### config.mk
export PLATFORM = sky130hd
export DESIGN_NAME = mul_final_adder
export DESIGN_NICKNAME = d
export VERILOG_FILES = /design/src/rtl/mul_final_adder.sv
export SDC_FILE = /design/constraint.sdc
export NUM_CORES = 1
export LEC_CHECK = 0
export CAP_MARGIN = 20
export CORE_MARGIN = 3
export CORE_UTILIZATION = 55
export CTS_CLUSTER_SIZE = 40
export DETAILED_ROUTE_END_ITERATION = 10
export PLACE_DENSITY = 0.87
export SLEW_MARGIN = 0
export SYNTH_ARGS = -nofsm -noshare
export SYNTH_HDL_FRONTEND = slang
export SYNTH_SLANG_ARGS = --single-unit
### constraint.sdc
create_clock -name clk -period 4.5 [get_ports clk]
set_input_delay 0.675 -clock clk [delete_from_list [all_inputs] [get_ports clk]]
set_output_delay 0.675 -clock clk [all_outputs]
set_load 0.05 [all_outputs]
### src/rtl/mul_final_adder.sv
// Final carry-propagate adder of the multiplier: result = s_vec + (c_vec << 1) + cin0, split over
// two pipeline stages with valid/ready on both sides. Optional synchronous flush via MUL_FLUSH_EN.
`timescale 1ns/1ps
module mul_final_adder #(
  parameter int unsigned WIDTH = 64,
  parameter int unsigned SPLIT = 32,
  parameter int unsigned TAG_W = 4
) (
  input  logic             clk,
  input  logic             rst_n,
`ifdef MUL_FLUSH_EN
  input  logic             flush,
`endif
  input  logic             in_valid,
  output logic             in_ready,
  input  logic [WIDTH-1:0] s_vec,
  input  logic [WIDTH-1:0] c_vec,
  input  logic             cin0,
  input  logic [TAG_W-1:0] in_tag,
  output logic             out_valid,
  input  logic             out_ready,
  output logic [WIDTH-1:0] result,
  output logic [TAG_W-1:0] out_tag
);

  localparam int unsigned HI_W = WIDTH - SPLIT;

  if (SPLIT < 1 || SPLIT >= WIDTH) begin : g_bad_split
    $error("mul_final_adder: SPLIT must satisfy 1 <= SPLIT < WIDTH");
  end

  logic             flush_req;
`ifdef MUL_FLUSH_EN
  assign flush_req = flush;
`else
  assign flush_req = 1'b0;
`endif

  // Stage 1 registers
  logic             s1_valid;
  logic [SPLIT-1:0] lo_sum;
  logic             lo_carry;
  logic [HI_W-1:0]  hi_s;
  logic [HI_W-1:0]  hi_c;
  logic [TAG_W-1:0] s1_tag;

  logic [WIDTH-1:0] c_sh;
  logic [SPLIT:0]   lo_full;
  logic [HI_W-1:0]  hi_sum;
  logic             s2_adv;
  logic             accept;
  logic             unused_c_msb;

  // c_vec[i] weights column i+1; the top carry falls off the product and is dropped.
  assign c_sh         = {c_vec[WIDTH-2:0], 1'b0};
  assign unused_c_msb = c_vec[WIDTH-1];

  assign lo_full = {1'b0, s_vec[SPLIT-1:0]} + {1'b0, c_sh[SPLIT-1:0]} + (SPLIT+1)'(cin0);
  assign hi_sum  = hi_s + hi_c + HI_W'(lo_carry);

  assign s2_adv   = s1_valid && (!out_valid || out_ready);
  assign in_ready = (!s1_valid || s2_adv) && !flush_req;
  assign accept   = in_valid && in_ready;

  always_ff @(posedge clk) begin
    if (!rst_n) begin
      s1_valid  <= 1'b0;
      lo_sum    <= '0;
      lo_carry  <= 1'b0;
      hi_s      <= '0;
      hi_c      <= '0;
      s1_tag    <= '0;
      out_valid <= 1'b0;
      result    <= '0;
      out_tag   <= '0;
    end else if (flush_req) begin
      s1_valid  <= 1'b0;
      out_valid <= 1'b0;
    end else begin
      if (s2_adv) begin
        out_valid <= 1'b1;
        result    <= {hi_sum, lo_sum};
        out_tag   <= s1_tag;
      end else if (out_valid && out_ready) begin
        out_valid <= 1'b0;
      end

      if (accept) begin
        s1_valid <= 1'b1;
        lo_sum   <= lo_full[SPLIT-1:0];
        lo_carry <= lo_full[SPLIT];
        hi_s     <= s_vec[WIDTH-1:SPLIT];
        hi_c     <= c_sh[WIDTH-1:SPLIT];
        s1_tag   <= in_tag;
      end else if (s2_adv) begin
        s1_valid <= 1'b0;
      end
    end
  end

endmodule
---- Word level (Yosys, flattened, before mapping) ----
Cells that the tools add are included.
W data, S select, Z words.
cells by class
  $add $sub $neg .......................... 4
  multiply operators ...................... 0
  div/mod/pow operators ................... 0
  magnitude comparators ................... 0
  equal/unequal tests ..................... 0
  shift operators ......................... 0
  mux-type cells .......................... 4
  bitwise gates (word level) .............. 0
  reductions and logical operators ........ 9
operators with widths
  operator             count
  $add A32 B32 Y33     1
  $add A33 B1 Y33      1
  $add A32 B1 Y32      1
  $add A32 B32 Y32     1
  $mux W1              4
  $reduce_bool A2 Y1   2
  $logic_and A1 B1 Y1  3
  $logic_not A1 Y1     2
  $logic_or A1 B1 Y1   2
storage, ports and cells
  flip-flop bits (word level) ............. 171
  bits in latches ......................... 0
  memory bits (writable) .................. 0
  bits in read-only memories .............. 0
  bits of input ports ..................... 137
  memories kept ........................... 0

---- Longest topological paths before layout ----
  word-level depth ........................ 6
  mapped depth ............................ 11
  gate-level depth less buffers ........... 11

---- Least setup slack after synthesis ----
OpenSTA, ideal clock, no wires.
  path kind ............................... input -> register
  from .................................... input port s_vec[0]
  to ...................................... register lo_sum[30]
  library setup time ...................... 0.095 ns
  arrival ................................. 2.975 ns
  required time ........................... 4.405 ns
  path slack .............................. 1.430 ns
  stages on the path ...................... 11
  path buffers ............................ 0
  path through ............................ ha_1 > fa_1 > a21o_1 > a41oi_1 > a211oi_1 > o2111ai_1 > a31oi_1 > o311ai_2 > a21boi_1 > o21a_1 > o311ai_1
between the ends
  cells in the longest elaborated chain, start to end .. 2
RTL lines
  element                 RTL line  source
  start: declaration      16        input logic [WIDTH-1:0] s_vec,
  $add A32 B32 Y33        58        assign lo_full = {1'b0, s_vec[SPLIT-1:0]} + {1'b0, c_sh[SPLIT-1:0]} + (SPLIT+1)'(cin0);
  $add A33 B1 Y33         58
  end signal: assignment  90        lo_sum <= lo_full[SPLIT-1:0];
  end: declaration        41        logic [SPLIT-1:0] lo_sum;
No other way between the ends.
A chain may end at the register's enable or synchronous reset.

---- Worst setup path after layout ----
Same ends and word-level chain as after synthesis.

==> flow_metrics.env <==
export IMPL_start_util=0.562
export IMPL_maxCapViolCount=0
export IMPL_internal_power_mw=2.82
export IMPL_hold_violations=0
export IMPL_grt_ovfl_total=0
export IMPL_cts_hold_buffers=0
export IMPL_synth_cells=1165
export IMPL_dr_total_vias=8872
export IMPL_place_hpwl_um=17300
export IMPL_cts_tree="built"
export IMPL_p_leak_nw=4.74
export IMPL_synth_top_family_by_area="compound AO/OA/AOI/OAI gates"
export IMPL_cts_sinks=171
export IMPL_critPathCaptureType="flip-flop"
export IMPL_power_mw=3.93
export IMPL_postCtsSetupRepairBufs=0
export IMPL_grtUsageTotal=0.266
export IMPL_avgSynthCellArea_um2=7.70
export IMPL_crit_arrival_ns=3.81
export IMPL_synth_seq_area_share=0.382
export IMPL_routed_wirelength_um=24100
export IMPL_fin_worst_skew_ns=0.00542
export IMPL_synth_fa_ha_area_frac=0.0932
export IMPL_fin_nets=1532
export IMPL_htree_num_levels=4
export IMPL_worstHoldStart="result[51]"
export IMPL_ys_ff_latch=171
export IMPL_synth_xor_area_share=0.0498
export IMPL_comb_power_share=0.215
export IMPL_drt_antenna_violating_nets=0
export IMPL_path_max_fanout=3
export IMPL_status="complete, no violations"
export IMPL_remaining_drc_errors=0
export IMPL_grt_pass1_wl_um=39300
export IMPL_nFillCells=1251
export IMPL_finalCriticalPeriod_ns=3.49
export IMPL_cts_root_buf="clkbuf_16"
export IMPL_core_mm2=0.0159
export IMPL_yosys_area_share_simple=0.203
export IMPL_synth_compound_gate_area_share=0.232
export IMPL_antenna_found_initial=0
export IMPL_std_cell_rows=46
export IMPL_area_growth_syn_to_layout_pct=30.4
export IMPL_switching_share=0.282
export IMPL_share_clk_of_total_power=0.363
export IMPL_cts_clk_slew_worst_paths_ns=0.06
export IMPL_num_antenna_cells=0
export IMPL_final_setup_viol_count=0
export IMPL_cts_repair_resized=0
export IMPL_synth_area_mm2=0.00897
export IMPL_place_gp_congestion=0.925
export IMPL_die_h_um=134
export IMPL_cp_required_ns=4.83
export IMPL_ir_drop_uv=268
export IMPL_portBuffers=205
export IMPL_dieArea_mm2=0.0179
export IMPL_finalCritPeriodShare=0.775
export IMPL_synth_ff_type="dfxtp_1"
export IMPL_rsz0062_at_grt="no"
export IMPL_cp_start_kind="primary input"
export IMPL_seqPwrFrac=0.422
export IMPL_grt_pass1_vias=8382
export IMPL_via_per_inst=5.69
export IMPL_finalSetupTns_ns=0
export IMPL_p_sw_mw=1.11
export IMPL_worst_pin_slew_ns=1.08
export IMPL_synthMuxAreaShare=0.00446
export IMPL_grt_max_degree=99
export IMPL_firstDrtPassIters=5
export IMPL_insertion_delay_ns=0.43
export IMPL_clockBufferDepth=2
export IMPL_synth_edf_count=0
export IMPL_max_freq_mhz=287
export IMPL_drive_gt1_frac=0.0417
export IMPL_wl_per_cell_um=15.5
export IMPL_die_w_um=134
export IMPL_crit_start="s_vec[0]"
export IMPL_r2r_start="lo_carry"
export IMPL_synthArstFlopShare=0
export IMPL_num_io_pins=207
export IMPL_max_slew_margin=0.277
export IMPL_cts_buffers_inserted=17
export IMPL_dr_first_iter_drc_count=493
export IMPL_yosysWarningCount=0
export IMPL_holdCritPathClass="flip-flop to flip-flop"
export IMPL_power_density_mw_per_mm2=336
export IMPL_ys_types=58
export IMPL_path_class="primary input to flip-flop"
export IMPL_slew_viol_final=0
export IMPL_syn_num_nets=1367
-- sequential cells by signal, indices dropped and copies added, names as in the netlist --
signal and cells:
hi_c 32, hi_s 32, lo_carry 1, lo_sum 32, out_tag 4, out_valid 1
result 64, s1_tag 4, s1_valid 1
-- cell usage after synthesis (4+ instances only) --
master,instances,share of area
nor3_1,5,0.0028
inv_1,17,0.0071
buf_1,16,0.0067
mux2i_1,4,0.0045
a211oi_1,9,0.0075
a31oi_1,15,0.010
o21ai_0,31,0.017
o21ai_1,4,0.0022
nand2_1,337,0.14
dfxtp_1,171,0.38
nor2_1,32,0.013
nand4_1,12,0.0084
nor2b_1,7,0.0049
o21a_1,7,0.0059
clkbuf_1,51,0.021
a31o_2,4,0.0039
and3_1,8,0.0056
o21bai_1,6,0.0050
nand3_1,19,0.011
xor2_1,23,0.022
ha_1,62,0.087
and2_1,6,0.0042
a21oi_1,200,0.11
o211ai_1,8,0.0067
xnor2_1,28,0.027
o31ai_1,4,0.0033
a21o_1,33,0.028
-- through the flow --
| stage | setup WS, ns | std cells | hold WS (ns) | instance area [um2] | util |
|---|---|---|---|---|---|
| after floorplan | 1.43 | 1165 | 0.425 | 8970 | - |
| after global placement | 0.640 | 1527 | 0.432 | 11100 | 0.698 |
| after detailed placement | 0.611 | 1527 | 0.442 | 11100 | 0.698 |
| after CTS | 1.05 | 1558 | 0.452 | 11700 | 0.733 |
| after global routing | 0.824 | 1558 | 0.466 | 11700 | 0.733 |
| final | 1.01 | 1558 | 0.449 | 11700 | 0.733 |
-- critical path, cell delays in order --
cell             delay (ns)
clkdlybuf4s50_1        0.40
ha_1                   0.23
fa_1                   0.45
a21o_1                 0.25
a41oi_1                0.28
a211oi_1               0.14
o2111ai_1              0.30
a31oi_1                0.19
o311ai_2               0.33
a21boi_1               0.14
o21a_1                 0.19
o311ai_1               0.23
-- cell families after synthesis --
logic type,Yosys count
AO/OA/AOI/OAI,349
XOR/XNOR,51
adder cells (fa/ha/maj),65
buffers and inverters,84
flip-flops,171
multiplexers,4
AND/OR/NAND/NOR,441
-- final cells by class --
class	instances	area [um2]	area share
clock buffers	23	478	0.0409
clock inverters	8	92.6	0.00792
inverters	17	66.3	0.00567
multi-input cells	910	5250	0.449
flip-flops and latches	171	3420	0.293
well taps	216	270	0.0231
repair buffers	213	2110	0.181
-- final timing paths --
path,depth (start not counted),end,slack [ns]
worst max-delay path,12,lo_sum[30],1.01
worst min-delay path,2,result[51],0.45
worst max register to register,11,result[56],1.19
worst min register to register,2,result[51],0.45
-- routing by layer --
| layer | share of wire | vias up | global-route usage |
|---|---|---|---|
| li1 | - | 4370 | - |
| met1 | 0.42 | 4117 | 0.337 |
| met2 | 0.49 | 351 | 0.460 |
| met3 | 0.075 | 34 | 0.0514 |
| met4 | 0.017 | 0 | 0.0834 |
| met5 | 0 | - | 0 |
-- cell usage in the layout (no fill, tap or decap), types with 5 or more instances in the layout --
| cell type | netlist | layout |
|---|---|---|
| nor2b_1 | 7 | 6 |
| and3_1 | 8 | 8 |
| o21bai_1 | 6 | 6 |
| a211oi_1 | 9 | 9 |
| buf_4 | 0 | 8 |
| xor2_1 | 23 | 23 |
| clkdlybuf4s50_1 | 0 | 205 |
| a31oi_1 | 15 | 15 |
| a21o_1 | 33 | 33 |
| nor2_1 | 32 | 32 |
| nand3_1 | 19 | 19 |
| inv_1 | 17 | 16 |
| o21a_1 | 7 | 7 |
| ha_1 | 62 | 62 |
| clkinv_2 | 0 | 5 |
| nor3_1 | 5 | 5 |
| clkbuf_16 | 0 | 17 |
| nand2_1 | 337 | 336 |
| a21oi_1 | 200 | 200 |
| o211ai_1 | 8 | 8 |
| nand4_1 | 12 | 12 |
| dfxtp_1 | 171 | 171 |
| and2_1 | 6 | 5 |
| xnor2_1 | 28 | 28 |
| o21ai_0 | 31 | 31 |
-- power groups by stage --
stage               combinational, mW  clock, mW  sequential [mW]
floorplan                       0.461          0             1.77
global placement                0.817          0             1.69
detailed placement              0.833          0             1.69
CTS                             0.841       1.44             1.66
global route                    0.920       1.51             1.67
finish                          0.846       1.43             1.66
Power figures use the tool's default switching activity.
